`src/rtl/boot_sequencer.sv`:
```
// Boot sequencer: loads the CHIP-8 fontset, streams a ROM image into main memory,
// clears VRAM, then reports system ready (or error on ROM overflow).
module boot_sequencer #(
  parameter int ADDR_W     = 12,
  parameter int FONT_BASE  = 0,
  parameter int ROM_BASE   = 'h200,
  parameter int ROM_MAX    = 3584,
  parameter int VRAM_AW    = 11,
  parameter int AUTO_START = 1
) (
  input  logic               clk_in,
  input  logic               rst_in,
  input  logic               start_in,
  input  logic               rom_valid_in,
  input  logic [7:0]         rom_data_in,
  input  logic               rom_last_in,
  output logic               rom_ready_out,
  output logic               mem_we_out,
  output logic [ADDR_W-1:0]  mem_addr_out,
  output logic [7:0]         mem_data_out,
  output logic               vram_we_out,
  output logic [VRAM_AW-1:0] vram_addr_out,
  output logic               vram_data_out,
  output logic               system_ready_out,
  output logic               error_out
);

  localparam int ROM_CW = $clog2(ROM_MAX + 1);

  localparam logic [7:0] FONT_ROM [0:79] = '{
    8'hF0, 8'h90, 8'h90, 8'h90, 8'hF0,  8'h20, 8'h60, 8'h20, 8'h20, 8'h70,
    8'hF0, 8'h10, 8'hF0, 8'h80, 8'hF0,  8'hF0, 8'h10, 8'hF0, 8'h10, 8'hF0,
    8'h90, 8'h90, 8'hF0, 8'h10, 8'h10,  8'hF0, 8'h80, 8'hF0, 8'h10, 8'hF0,
    8'hF0, 8'h80, 8'hF0, 8'h90, 8'hF0,  8'hF0, 8'h10, 8'h20, 8'h40, 8'h40,
    8'hF0, 8'h90, 8'hF0, 8'h90, 8'hF0,  8'hF0, 8'h90, 8'hF0, 8'h10, 8'hF0,
    8'hF0, 8'h90, 8'hF0, 8'h90, 8'h90,  8'hE0, 8'h90, 8'hE0, 8'h90, 8'hE0,
    8'hF0, 8'h80, 8'h80, 8'h80, 8'hF0,  8'hE0, 8'h90, 8'h90, 8'h90, 8'hE0,
    8'hF0, 8'h80, 8'hF0, 8'h80, 8'hF0,  8'hF0, 8'h80, 8'hF0, 8'h80, 8'h80
  };

  typedef enum logic [2:0] {
    S_IDLE, S_FONT, S_ROM, S_CLEAR, S_READY, S_ERROR
  } state_e;

  state_e              state_q;
  logic [6:0]          font_idx_q;
  logic [ROM_CW-1:0]   rom_cnt_q;
  logic [VRAM_AW-1:0]  vram_idx_q;

  always_ff @(posedge clk_in or posedge rst_in) begin
    if (rst_in) begin
      state_q    <= S_IDLE;
      font_idx_q <= '0;
      rom_cnt_q  <= '0;
      vram_idx_q <= '0;
    end else begin
      case (state_q)
        S_IDLE: begin
          if (start_in || (AUTO_START != 0)) begin
            state_q    <= S_FONT;
            font_idx_q <= '0;
          end
        end
        S_FONT: begin
          if (font_idx_q == 7'd79) begin
            state_q   <= S_ROM;
            rom_cnt_q <= '0;
          end else begin
            font_idx_q <= font_idx_q + 7'd1;
          end
        end
        S_ROM: begin
          // The byte is written this cycle; a last marker wins over overflow.
          if (rom_valid_in) begin
            if (rom_last_in) begin
              state_q    <= S_CLEAR;
              vram_idx_q <= '0;
            end else if (rom_cnt_q == ROM_CW'(ROM_MAX - 1)) begin
              state_q <= S_ERROR;
            end else begin
              rom_cnt_q <= rom_cnt_q + 1'b1;
            end
          end
        end
        S_CLEAR: begin
          if (vram_idx_q == '1) state_q <= S_READY;
          else                  vram_idx_q <= vram_idx_q + 1'b1;
        end
        S_READY, S_ERROR: begin
          if (start_in) begin
            state_q    <= S_FONT;
            font_idx_q <= '0;
          end
        end
        default: state_q <= S_IDLE;
      endcase
    end
  end

  // Ports decode straight from state so ROM writes land in the accepting cycle.
  always_comb begin
    rom_ready_out    = 1'b0;
    mem_we_out       = 1'b0;
    mem_addr_out     = '0;
    mem_data_out     = '0;
    vram_we_out      = 1'b0;
    vram_addr_out    = '0;
    system_ready_out = 1'b0;
    error_out        = 1'b0;
    case (state_q)
      S_FONT: begin
        mem_we_out   = 1'b1;
        mem_addr_out = ADDR_W'(FONT_BASE + int'(font_idx_q));
        mem_data_out = FONT_ROM[font_idx_q];
      end
      S_ROM: begin
        rom_ready_out = 1'b1;
        if (rom_valid_in) begin
          mem_we_out   = 1'b1;
          mem_addr_out = ADDR_W'(ROM_BASE + int'(rom_cnt_q));
          mem_data_out = rom_data_in;
        end
      end
      S_CLEAR: begin
        vram_we_out   = 1'b1;
        vram_addr_out = vram_idx_q;
      end
      S_READY: system_ready_out = 1'b1;
      S_ERROR: error_out        = 1'b1;
      default: ;
    endcase
  end

  assign vram_data_out = 1'b0;

endmodule

```
`config.mk`:
```
export PLATFORM = sky130hd
export DESIGN_NAME = boot_sequencer
export DESIGN_NICKNAME = d
export VERILOG_FILES = /design/src/rtl/boot_sequencer.sv
export SDC_FILE = /design/constraint.sdc
export NUM_CORES = 1
export LEC_CHECK = 0
export ABC_CLOCK_PERIOD_IN_PS = 4290
export CORE_ASPECT_RATIO = 0.75
export CORE_UTILIZATION = 57
export DETAILED_ROUTE_END_ITERATION = 16
export HOLD_SLACK_MARGIN = 0.03
export PLACE_DENSITY = 0.95
export SETUP_SLACK_MARGIN = 0.05
export SYNTH_ARGS = -nofsm -noshare
export SYNTH_HDL_FRONTEND = slang
export SYNTH_SLANG_ARGS = --single-unit
```
`constraint.sdc`:
```
create_clock -name clk_in -period 4.29 [get_ports clk_in]
set_clock_uncertainty 0.05 [all_clocks]
set_input_delay 1.287 -clock clk_in [delete_from_list [all_inputs] [get_ports clk_in]]
set_output_delay 1.287 -clock clk_in [all_outputs]
set_load 0.01 [all_outputs]
```
==> flow_metrics.py <==
metrics = {
    "route": {
        "first_pass_iters": 5,
        "drc": 0,
        "routed_wl_um": 7760,
        "drt_iter0_drc": 229,
        "via_count": 2776,
        "wl_per_cell_um": 18.0,
        "detail-route-antenna-nets": 0,
        "via_per_inst": 6.43,
    },
    "synth": {
        "synth.most_common_cell": "dfrtp_1",
        "synth_area_per_cell_um2": 8.25,
        "synth_compound_area_share_pct": 22.9,
        "yosysWarnings": 0,
        "synth_top_family_by_area": "simple AND/OR/NAND/NOR gates",
        "synthFlopType": "dfrtp_1",
        "synth_edf_count": 0,
        "yosysTopAreaCellShare_pct": 30.2,
        "netlist_instances": 331,
        "async_flop_share_pct": 100,
        "synth-seq-cells": 33,
        "synth_area_um2": 2730,
        "synth-simple-area-share_pct": 28.0,
        "synth_nets": 356,
        "synth.largest_area_cell": "dfrtp_1",
        "yosys-top-cells-area": "dfrtp_1 30%, ha_1 5.5%, o21ai_1 4.4%",
        "synth.area.mux_share_pct": 3.48,
        "synth-adder-area-share_pct": 5.50,
        "synth_xor_area_share_pct": 3.21,
        "synth_commonest_cells": "33 x dfrtp_1, 27 x nand2_1, 24 x o21ai_1",
        "ys_seq_area_share_pct": 30.2,
        "synthDistinctLibCells": 62,
    },
    "die": {
        "die_w_um": 81.9,
        "row_count": 21,
        "die_h_um": 61.9,
        "dieArea_um2": 5070,
        "start_util_pct": 60.4,
        "core_um2": 4520,
        "num_io_pins": 50,
    },
    "sta": {
        "tightest_slew_ns": 0.666,
        "setup_viol": 0,
        "relSlewSlack_pct": 55.3,
        "hold_slack_ns": 0.493,
        "fin_ws_ns": 0.161,
        "hold_viol_final": 0,
        "fin_tns_setup_ns": 0,
        "rsz0062_at_grt": "false",
        "slew_viol_final": 0,
        "fmax_mhz": 242,
        "timing.final.crit_share_pct": 96.2,
        "fin_crit_ns": 4.13,
    },
    "grt": {
        "grt_max_degree": 34,
        "grt_pass1_wl_um": 10900,
        "grt.total_usage_pct": 29.1,
        "overflow": 0,
        "grt_pass1_vias": 2301,
        "antenna_found_initial": 0,
    },
    "setup_path": {
        "path_max_fanout": 5,
        "crit_arrival_ns": 2.79,
        "crit_chain": "clkdlybuf4s50_1, nor4bb_4, buf_4, buf_4, a22o_1, dlygate4sd2_1",
        "rr_worst_depth": 4,
        "critical_path.startpoint": "rom_valid_in",
        "crit_path_end_kind": "output port",
        "cp_slowest_stage_delay_ns": 0.48,
        "cp.required_ns": 2.95,
        "worstSetupPathType": "input pin to output port",
        "start_kind": "input pin",
        "crit_path_top_delay_cell": "clkdlybuf4s50_1",
        "critPathMostFrequentCell": "buf_4",
        "r2r_start": "state_q[0]$_DFFE_PP0P_",
    },
    "clocking": {
        "numCtsBuffers": 5,
        "cts_root_buf": "clkbuf_8",
        "h-tree-depth": 2,
        "insertion_delay_ns": 0.29,
        "cts.reportedPaths.clkPinSlew_ns": 0.07,
        "cts.sinks": 33,
        "cts_tree": "yes",
        "ctsHoldBuffers": 0,
        "clockBufferDepth": 2,
    },
    "pwr": {
        "vdd_drop_max_mv": 0.351,
        "power_density_nw_per_um2": 498,
        "total_leakage_power_nw": 1.62,
    },
    "worst_hold_path": {
        "min_path_cells": 1,
        "hold_start": "rom_cnt_q[7]$_DFFE_PP0P_",
        "min_path_type": "flop to flop",
    },
    "cells_and_area": {
        "drive_gt1_share_pct": 10.4,
        "final_design_area_no_fill_um2": 3390,
        "post-route-util_pct": 75.1,
        "multi_input_area_um2": 1740,
        "area.sequential_um2": 826,
        "n_antenna_cell": 0,
        "area_growth_syn_to_layout_pct": 24.3,
        "num-nets-final": 400,
        "fillerInstances": 294,
    },
    "place": {
        "place_worst_setup_slack_ns": -0.102,
        "placed_area_um2": 3230,
        "hpwl_um": 4910,
        "gp_congestion": 0.889,
        "portBuffers": 48,
    },
    "run_status": {
        "status": "completed",
    },
    "run": {
        "maxCapViolations": 0,
    },
}
[repair_timing]
action	in CTS	in global routing
endpoints found under the setup margin	18	14
pin swaps	1	0
hold endpoints to repair	0	0
gates cloned	2	1
gates resized for setup	11	14
buffers inserted	1	1
[critical path: cells and delay by family]
family / cells / cell delay [ns]
buffers and inverters: 4 / 1.10
AO/OA/AOI/OAI: 1 / 0.12
AND/OR/NAND/NOR: 1 / 0.28
[worst paths after layout]
check,to,slack [ns]
worst min register to register,rom_cnt_q[7]$_DFFE_PP0P_,0.49
worst min-delay path,rom_cnt_q[7]$_DFFE_PP0P_,0.49
worst max register to register,rom_cnt_q[0]$_DFFE_PP0P_,2.04
max in group asynchronous,rom_cnt_q[6]$_DFFE_PP0P_,2.54
min in group asynchronous,font_idx_q[6]$_DFFE_PP0P_,1.32
worst max-delay path,mem_addr_out[4],0.16
[per-layer routing]
layer	GRT usage (%)	part of all wire [%]	up-vias
li1	-	-	1279
met1	39.9	43	1309
met2	44.5	46	158
met3	6.13	8.6	30
met4	13.5	2.4	0
met5	0	0	-
[registers in the layout (all words and copies together) (netlist names)]
register / count
font_idx_q: 7
rom_cnt_q: 12
state_q: 3
vram_idx_q: 11
[stage by stage]
stage / power [mW] / cells
2_1_floorplan: 1.10 / 331
3_3_place_gp: 1.36 / 420
3_5_place_dp: 1.40 / 420
4_1_cts: 1.66 / 430
5_1_grt: 1.79 / 432
6_report: 1.69 / 432
[area by class of cell]
cell class	instances	area share, %
Clock buffer	7	2.54
Inverter	15	1.66
Multi-Input combinational cell	259	51.3
Sequential cell	33	24.3
Tap cell	57	2.10
Timing Repair Buffer	61	18.1
[cells in the final DEF (no fill, tap or decap), types with 7 or more instances in the layout]
cell type | synthesis | layout
a21oi_1 | 16 | 16
and2_1 | 17 | 17
buf_4 | 2 | 10
clkdlybuf4s50_1 | 0 | 30
dfrtp_1 | 33 | 33
dlymetal6s2s_1 | 0 | 14
ha_1 | 12 | 12
inv_1 | 11 | 11
nand2_1 | 27 | 27
nand2b_1 | 7 | 7
nand3_1 | 11 | 11
nand4_1 | 8 | 8
nor2_1 | 23 | 23
nor3_1 | 15 | 15
o21ai_0 | 8 | 8
o21ai_1 | 24 | 24
o31ai_1 | 7 | 7
[power breakdown]
group / internal (mW) / switching, mW / total, mW
clock network: 0.127 / 0.112 / 0.239
registers: 0.382 / 0.105 / 0.488
logic: 0.414 / 0.550 / 0.964
[cells by family after synthesis]
logic type               after synthesis
AND/OR/NAND/NOR                      137
AO/OA/AOI/OAI                         91
buffers and inverters                 39
flip-flops                            33
adder cells (fa/ha/maj)               12
XOR/XNOR                              10
multiplexers                           8
other                                  1
Power figures use the tool's default switching activity.
==> variant (config.mk and constraints unchanged) <==
Re-encode `state_e` (6 states) as one-hot, 6 bits wide.
--- a/src/rtl/boot_sequencer.sv
+++ b/src/rtl/boot_sequencer.sv
@@ -38,8 +38,8 @@
     8'hF0, 8'h80, 8'hF0, 8'h80, 8'hF0,  8'hF0, 8'h80, 8'hF0, 8'h80, 8'h80
   };
 
-  typedef enum logic [2:0] {
-    S_IDLE, S_FONT, S_ROM, S_CLEAR, S_READY, S_ERROR
+  typedef enum logic [5:0] {
+    S_IDLE = 6'b000001, S_FONT = 6'b000010, S_ROM = 6'b000100, S_CLEAR = 6'b001000, S_READY = 6'b010000, S_ERROR = 6'b100000
   } state_e;
 
   state_e              state_q;
Function: same outputs for any inputs over 10 cycles, from zero or initial values and one cycle with rst_in high; not proved beyond that.
==> variant against the original RTL <==
  * Setup slack got worse by 0.067 ns
  * Register-to-register slack worse by 0.65 ns
  * Maximum frequency decreased by 1.6%
  * Area after synthesis up 2.3%
  * Critical path depth shrank 1
  * Non-clock buffer count down 5
  * Utilization grew 0.26 points
  * Routed wire length rose by 1.3%
  * Sequential cell count grew 3
  * Power is 12% lower
  * Combinational power down 30%
  * Design area rose by 1.5%
  * Sequential share of layout area grew 1.9 points
  * Worst hold slack got worse by 0.020 ns
  * Critical endpoint is now mem_data_out[7]
  * Largest power group unchanged
==> variant: results (changes against the original RTL) <==
- WL per Instance: 17.6 µm (-1.9%)
- DRT met1 WL: 3330 µm (+0.57%)
- Clock buf count: 8 (+1)
- CTS Buffer Depth: 2 (unchanged)
- Worst Path Arrival: 2.86 ns (+0.07 ns)
- Worst Tran Pin Value: 0.923 ns (+0.256 ns)
- Clock network area share: 2.91% (+0.36 points)
- GRT Total Usage: 30.6% (+1.5 points)
- Register-to-register setup slack: 1.39 ns (-0.65 ns)
- Sequential cell area: 902 µm² (+9.2%)
- Inst Count DP: 438 (+4.3%)
- Via/cell ratio: 6.62 (+3.1%)
- Pre-CTS setup slack: 0.00728 ns (+0.109 ns)
- PortBufs: 48 (unchanged)
- Layout cells sized above 1: 7.20% (-3.2 points)
- Leak pwr: 1.50 nW (-7.8%)
- Fraction of cell area in non-clock buffers: 16.5% (-1.6 points)
- Clock sinks: 36 (+9.1%)
- Placed Area: 3330 µm² (+3.1%)
- Initial DRC Count: 341 (+49%)
- Hold path startpoint: rom_cnt_q[10]$_DFFE_PP0P_
- Power per cell area: 430 nW/µm² (-14%)
- HPWL Detailed: 5650 µm (+15%)
- Initial DRT Pass Iterations: 6 (+1)
- First-pass GRT wire length: 12800 µm (+18%)
- Synth Net Count: 373 (+4.8%)
- Fillers: 322 (+9.5%)
- Layout Nets: 413 (+3.3%)
- Peak Freq: 238 MHz (-1.6%)
- Vias in the first global route: 2596 (+13%)
- Routed met2 length: 3530 µm (-1.7%)
- Largest cells by area after synthesis: dfrtp_1, o21ai_0, ha_1
- Synth Instances: 348 (+5.1%)
- Multi-input gates: 278 (+7.3%)
- Yosys cell types: 53 (-15%)
- CP max-delay cell: clkdlybuf4s50_1
- Inverters: 11 (-4)
- Hold EP: rom_cnt_q[10]$_DFFE_PP0P_
- Routability cong.: 0.989 (+11%)
- Top post-synthesis cells by count: o21ai_0, dfrtp_1, nor2_1
- Fraction of area in multi-input gates: 51.2% (-0.11 points)
- Core ar.: 4570 µm² (+1.2%)
- Largest net degree at the start of global routing: 37 (+8.8%)
- Reg2reg path depth: 5 (+1)
- Seq/Total Area, Yosys: 32.3% (+2.0 points)
- Nonclk buf count: 56 (-8.2%)
- Worst Setup EP: mem_data_out[7]
- Status: finished, final reports clean
- Setup crit start: rom_valid_in
- Reg2reg start: state_q[5]$_DFFE_PP0P_
- Total Wirelength: 7860 µm (+1.3%)
- Slowest stage delay, CP: 0.54 ns (+0.06 ns)
- Metal3 WL: 848 µm (+27%)
- Min Hold Slack: 0.474 ns (-0.0195 ns)
- Peak supply drop: 0.355 mV (+1.3%)
- FF-to-FF End: rom_cnt_q[0]$_DFFE_PP0P_
- Crit path max fanout: 16 (+11)
variant: cell count changes after synthesis, moves of 5 or more:
cell / delta
o21ai_0: +30
nor2_1: +6
o211ai_1: +7
o21ai_1: -24
clkbuf_1: +13
buf_2: -12
nand3_1: +5
variant: timing repair:
action                                  4_1_cts  5_1_grt
buffers inserted                              0        0
endpoints found under the setup margin        4        8
gates resized for setup                       2        7
hold buffers                                  0        0
variant: routing by layer:
metal,GRT usage (%),vias up
met1,44.3,1387
li1,-,1355
met4,10.8,0
met5,0,-
met3,5.42,22
met2,45.9,190
variant: power by group:
group	total, W	internal [W]	switching (W)
clock	0.000270	0.000147	0.000124
sequential	0.000541	0.000421	0.000119
combinational	0.000672	0.000285	0.000386
variant: kinds of logic after synthesis:
group           Yosys count  synth area share (%)
compound gates           93                  21.3
xor+xnor                 11                  3.45
fa+ha+maj                12                  5.37
buf+inv                  34                  4.79
flops                    36                  32.3
mux                       8                  3.45
other cells               1                 0.134
simple gates            153                  29.2
